--- src/rtl/xbar_input_port_fifo.sv ---
// Crossbar ingress port: valid/ready flit intake into a first-word-fall-through FIFO,
// presenting the head flit with its destination and a one-hot request vector.
module xbar_input_port_fifo #(
   parameter int DATA_W   = 8,
   parameter int DEPTH    = 4,
   parameter int NUM_DEST = 4,
   localparam int DEST_W  = $clog2(NUM_DEST),
   localparam int CNT_W   = $clog2(DEPTH + 1)
) (
   input  logic                clk,
   input  logic                reset,
   input  logic                flush,
   input  logic                in_valid,
   output logic                in_ready,
   input  logic [DATA_W-1:0]   in_data,
   input  logic [DEST_W-1:0]   in_dest,
   output logic                out_valid,
   input  logic                out_ready,
   output logic [DATA_W-1:0]   out_data,
   output logic [DEST_W-1:0]   out_dest,
   output logic [NUM_DEST-1:0] out_req,
   output logic [CNT_W-1:0]    count,
   output logic [7:0]          bad_dest_cnt
);

   localparam int PTR_W = $clog2(DEPTH);

   logic [DATA_W-1:0] mem_data [DEPTH];
   logic [DEST_W-1:0] mem_dest [DEPTH];
   logic [PTR_W-1:0]  wr_ptr;
   logic [PTR_W-1:0]  rd_ptr;
   logic              legal;
   logic              push;
   logic              wr;
   logic              pop;

   // Out-of-range destinations only exist when NUM_DEST leaves encodings unused.
   generate
      if ((1 << DEST_W) == NUM_DEST) begin : g_all_legal
         assign legal = 1'b1;
      end else begin : g_range_check
         assign legal = (in_dest < DEST_W'(NUM_DEST));
      end
   endgenerate

   assign in_ready  = (count != CNT_W'(DEPTH)) & ~flush;
   assign out_valid = (count != '0);
   assign push      = in_valid & in_ready;
   assign wr        = push & legal;
   assign pop       = out_valid & out_ready & ~flush;

   // Gating keeps the head fields at zero when empty instead of exposing stale storage.
   assign out_data  = out_valid ? mem_data[rd_ptr] : '0;
   assign out_dest  = out_valid ? mem_dest[rd_ptr] : '0;

   always_comb begin
      out_req = '0;
      for (int i = 0; i < NUM_DEST; i++) begin
         out_req[i] = out_valid & (out_dest == DEST_W'(i));
      end
   end

   always_ff @(posedge clk) begin
      if (wr) begin
         mem_data[wr_ptr] <= in_data;
         mem_dest[wr_ptr] <= in_dest;
      end
   end

   always_ff @(posedge clk or posedge reset) begin
      if (reset) begin
         wr_ptr <= '0;
         rd_ptr <= '0;
         count  <= '0;
      end else if (flush) begin
         wr_ptr <= '0;
         rd_ptr <= '0;
         count  <= '0;
      end else begin
         if (wr) wr_ptr <= wr_ptr + 1'b1;
         if (pop) rd_ptr <= rd_ptr + 1'b1;
         if (wr && !pop) begin
            count <= count + 1'b1;
         end else if (!wr && pop) begin
            count <= count - 1'b1;
         end
      end
   end

   always_ff @(posedge clk or posedge reset) begin
      if (reset) begin
         bad_dest_cnt <= '0;
      end else if (push && !legal && bad_dest_cnt != 8'hFF) begin
         bad_dest_cnt <= bad_dest_cnt + 8'd1;
      end
   end

endmodule

--- config.mk ---
export PLATFORM = sky130hd
export DESIGN_NAME = xbar_input_port_fifo
export DESIGN_NICKNAME = d
export VERILOG_FILES = /design/src/rtl/xbar_input_port_fifo.sv
export SDC_FILE = /design/constraint.sdc
export NUM_CORES = 1
export LEC_CHECK = 0
export CORE_MARGIN = 1.5
export CORE_UTILIZATION = 40
export DETAILED_ROUTE_END_ITERATION = 6
export PLACE_DENSITY = 0.65
export SYNTH_ARGS = -nofsm -noshare
export SYNTH_HDL_FRONTEND = slang
export SYNTH_SLANG_ARGS = --single-unit
--- constraint.sdc ---
create_clock -name clk -period 2.8 [get_ports clk]
set_clock_uncertainty 0.2 [all_clocks]
set_input_delay 0.56 -clock clk [delete_from_list [all_inputs] [get_ports clk]]
set_output_delay 0.56 -clock clk [all_outputs]
set_load 0.02 [all_outputs]
## Yosys cells after proc, flatten, opt, wreduce, memory -nomap -nowiden

Memory sizes are Yosys's and may differ from the RTL's.
Index checks and enable logic that the tools add are counted.

| storage, ports and cells | value |
|---|---|
| word-level logic and storage cells | 42 |
| flip-flop bits (word level) | 7 |
| memories | 2 |
| output and inout port bits | 27 |
| memory bits (writable) | 40 |
| input bits | 15 |

| cells by class | value |
|---|---|
| add/subtract/negate cells | 4 |
| mux-type cells | 11 |
| bitwise gates (word level) | 9 |
| equality and inequality tests | 4 |
| reduce and logical (&&, ||, !) cells | 9 |

Memories:

| memory | depth | width | read ports | clocked after Yosys merged registers in | wr ports | RTL line | RTL |
|---|---|---|---|---|---|---|---|
| mem_data | 4 | 8 | 1 | 0 | 1 | 28 | `logic [DATA_W-1:0] mem_data [DEPTH];` |
| mem_dest | 4 | 2 | 1 | 0 | 1 | 29 | `logic [DEST_W-1:0] mem_dest [DEPTH];` |

Operators by type and width:

| operator | count |
|---|---|
| $mux W2 | 5 |
| $mux W3 | 3 |
| $and A1 B1 Y1 | 8 |
| $mux W8 | 1 |
| $reduce_bool A3 Y1 | 2 |
| $add A2 B1 Y2 const B | 2 |
| $eq A2 B2 Y1 const B | 2 |
| $reduce_bool A2 Y1 | 2 |
| $add A3 B1 Y3 const B | 1 |
| $ne A3 B3 Y1 const B | 1 |
| $sub A3 B1 Y3 const B | 1 |
| $eq A2 B1 Y1 const B | 1 |
| $logic_and A1 B1 Y1 | 2 |
| $logic_not A1 Y1 | 2 |
| $logic_not A2 Y1 | 1 |
| $mux W1 | 2 |
| $not A1 Y1 | 1 |

## Longest topological paths before layout

| depth | value |
|---|---|
| depth after elaboration | 8 |
| depth in mapped cells | 9 |
| mapped depth without buffers | 9 |

## Worst setup path after synthesis

No wires, ideal clock.

| path | value |
|---|---|
| kind | input to register |
| start | in flush |
| end | reg count[2] |
| required time | 2.474 ns |
| path buffers | 1 |
| library setup time | 0.126 ns |
| arrival | 1.976 ns |
| setup slack | 0.498 ns |
| cell stages on the path | 8 |
| path through | buf_2 > nand2b_1 > a21oi_2 > and2_1 > fa_1 > nor4b_1 > o21ai_0 > o311a_1 |

| on the way | value |
|---|---|
| word-level cells in the longest chain between the ends | 6 |
| elaborated cells on any way between the ends | 11 |
| those cells by class | mux: 2; bitwise: 4; reduce/logical: 5 |

Ends and longest elaborated chain:

| item | RTL line | RTL |
|---|---|---|
| start: declaration | 12 | `input logic flush,` |
| $not A1 Y1 | 46, 50 |  |
| $and A1 B1 Y1, on equally long branches | 46, 50 |  |
| $and A1 B1 Y1 or $logic_not A1 Y1 (tied branches) | 48, 82 |  |
| $logic_and A1 B1 Y1 or $logic_not A1 Y1 (tied branches) | 82, 84 |  |
| $mux W3 or $logic_and A1 B1 Y1 (tied branches) | 82, 84 |  |
| $mux W3 or $reduce_bool A3 Y1 (tied branches) | n/a |  |
| end signal: assignment | 83 | `count <= count + 1'b1;` |
| end signal: assignment | 85 | `count <= count - 1'b1;` |
| end: declaration | 22 | `output logic [CNT_W-1:0] count,` |

Parallel ways exist; a longest one is shown, timed or not.
A chain may end at the register's enable or synchronous reset.

## Final worst setup path

| path | value |
|---|---|
| start | reg rd_ptr[0] |
| end | out out_dest[0] |

| on the way | value |
|---|---|
| word-level cells in the longest chain between the ends | 2 |

Ends and longest elaborated chain:

| item | RTL line | RTL |
|---|---|---|
| start: declaration | 31 | `logic [PTR_W-1:0] rd_ptr;` |
| start signal: assignment | 81 | `if (pop) rd_ptr <= rd_ptr + 1'b1;` |
| $mem_v2 Z4 W2 | n/a |  |
| $mux W2 | 54 | `assign out_dest = out_valid ? mem_dest[rd_ptr] : '0;` |
| end: declaration | 20 | `output logic [DEST_W-1:0] out_dest,` |

Every way passes these cells.

==> results.md <==
- Hold WS: 0.289 ns
- Reg2reg path depth: 8
- Most used DFF post-synth: edfxtp_1
- Critical Path Source: rd_ptr[0]
- Max Slew Vio Count: 0
- Commonest cells post-synth: edfxtp_1 (40), and2_1 (14), mux4_2 (10)
- Yosys warning total: 0
- Row count: 26
- Max-Cap Viols: 0
- CORE AREA: 0.00514 sq mm
- Total Die Area: 0.00578 sq mm
- Post-Syn Area: 0.00213 sq mm
- Final period util: 0.969
- CTS tree: built
- Setup violators final: 0
- Number of global-route vias before repair: 1,341
- Post-synth EDFFs: 40
- Hold buffers post-CTS: 0
- Longest Clk Path Bufs: 2
- Worst Path Buf+Inv: 2
- Layout Area Growth over Synthesis: 24.3%
- Clock-pin slew on the worst setup and hold paths: 0.08 ns
- P_leak: 1.00 nW
- Total Nets Final: 202
- Ant diodes: 0
- Top cell type's share of synthesized area: 0.563
- Hold Crit Class: in -> async
- Worst path arrival time: 1.95 ns
- Initial core utilization: 0.415
- Min Clock Period, post-route: 2.71 ns
- Die width: 76.1 microns
- Share of layout cells above drive strength 1: 0.191
- CP delay by family, top: buffers and inverters
- Syn_area_per_cell: 15.6 sq um
- WS Path Type: reg -> out
- Routability cong.: 0.861
- Synthesized flop and latch total: 47
- Async set-reset flop share out of synthesis: 0.149
- Number of DRC markers in iteration 0: 47
- Netlist cell types: 36
- Initial antenna violation count: 0
- Area occupied by multi-input gates: 669 sq um
- WL per Instance: 15.0 microns
- Worst setup path endpoint: out_dest[0]
- Largest net degree at the start of global routing: 16
- DRT Wirelength: 3790 microns
- Gr usage total: 0.143
- Via Count: 1,227
- R2R Setup Slk: 0.33 ns
- Clk_lat worst skew: 0.29 ns
- Area occupied by registers: 0.00138 sq mm
- CP max stage delay: 0.56 ns
- Outcome: complete, no violations
- Count leader, synth: edfxtp_1
- CP max stage cell: mux4_2
- RR Endpoint: count[2]
- Area leader, netlist: edfxtp_1
- Final hold viol count: 0
- IO buf count: 33
- # DRC: 0
- Grt ovf: 0
- Seq/Total Area, Yosys: 0.645
- Die Y: 76.1 microns
- Fillcell total: 456
- First-pass GRT wire length: 6310 microns
- CTS root buffer: clkbuf_8
- CTS Buf Count: 5
- CTS H-Tree Depth: 2
- Hpwl dp: 2720 microns
- Crit end category: output pin
- Critical-path maximum fanout: 4
- Post-CTS setup buffer count: 0
- DR vias/cell: 4.85
- Ports: 42
- Crit path cell chain: mux4_2 > nand2_1 > inv_1 > clkdlybuf4s50_1
- Pwr per Cell Area: 717 mW/mm^2
- Synth area leaders: edfxtp_1 (56%), mux4_2 (11%), dfrtp_1 (8.2%)
- Type of origin of the critical path: flop
- Setup TNS: 0 ns
- Max rail drop VDD: 0.000355 V
- Router iterations before antenna repair: 4
- WP depth: 4
- Mapped Cells: 137
- CTS sink count: 47
- Routed Antenna Nets: 0
- F_max: 369 MHz
- Unrepaired setup endpoints after global routing: false
- WP data required: 2.04 ns
- Reg2Reg Launch Point: count[2]
## cells by family (layout without fill, tap and decap cells)
group | Yosys count | in the layout | synth area share
adders and majority gates | 5 | 5 | 0.0328
muxes | 11 | 11 | 0.110
buffers and inverters | 21 | 60 | 0.0569
and+or+nand+nor | 36 | 36 | 0.0950
xor gates and xnor gates | 5 | 5 | 0.0205
DFF | 47 | 47 | 0.645
AOI/OAI and AO/OA | 11 | 11 | 0.0381
other | 1 | 8 | 0.00176
## layout by cell type, fill, tap and decap left out, types with 3 or more instances in the layout
| cell | instances |
|---|---|
| edfxtp_1 | 40 |
| clkdlybuf4s50_1 | 20 |
| and2_1 | 14 |
| dlygate4sd2_1 | 13 |
| buf_4 | 12 |
| mux4_2 | 10 |
| conb_1 | 8 |
| nor2_1 | 6 |
| inv_1 | 6 |
| nand2_1 | 6 |
| dfrtp_1 | 6 |
| clkbuf_8 | 5 |
| ha_1 | 4 |
| xor2_1 | 3 |
## worst min path at each step
stage,endpoint
6_report,wr_ptr[0]
5_1_grt,wr_ptr[1]
4_1_cts,count[0]
3_5_place_dp,count[0]
3_3_place_gp,wr_ptr[0]
2_1_floorplan,count[0]
## report_power, final
part           internal, W  switching (W)
Combinational     0.000299       0.000348
Sequential        0.000812      0.0000476
Clock             0.000174       0.000222
Total              0.00128       0.000618
## repair_timing
| action | in CTS | in global routing |
|---|---|---|
| gates cloned | 0 | 0 |
| resized for setup | 13 | 2 |
| endpoints found under the setup margin | 13 | 1 |
## state kept, by name, summed over array words and instances (netlist names)
| name | flops |
|---|---|
| wr_ptr | 2 |
| rd_ptr | 2 |
| count | 3 |
| mem_dest | 8 |
| mem_data | 32 |
## area by class of cell
type / count / share of cell area
clock buffer: 5 / 0.0259
clock inverter: 3 / 0.00754
inverter: 7 / 0.00990
multi-input combinational: 76 / 0.252
sequential: 47 / 0.519
tap: 70 / 0.0330
timing repair buffer: 45 / 0.152
## metal layers
metal	GRT usage	part of all wire
met1	0.157	0.40
met4	0.0500	0.014
met5	0	0
met3	0.0299	0.030
met2	0.272	0.56
## worst register-to-register path: stages (launching register included)
cell,delay (ns)
dfrtp_1,0.54
nor3_4,0.10
inv_2,0.21
nand2_1,0.16
and2_1,0.18
fa_1,0.42
nor4b_1,0.31
o21ai_0,0.12
o311a_1,0.13
## through the flow
stage	utilization	std cells	instance area, sq um	setup slack [ns]	total power, W
2_1_floorplan	-	144	2160	0.498	0.00129
3_3_place_gp	0.501	245	2570	0.185	0.00155
3_5_place_dp	0.501	245	2570	0.0431	0.00157
4_1_cts	0.515	253	2650	0.0190	0.00192
5_1_grt	0.516	253	2650	0.0211	0.00201
6_report	0.516	253	2650	0.0879	0.00190
Power figures use the tool's default switching activity.
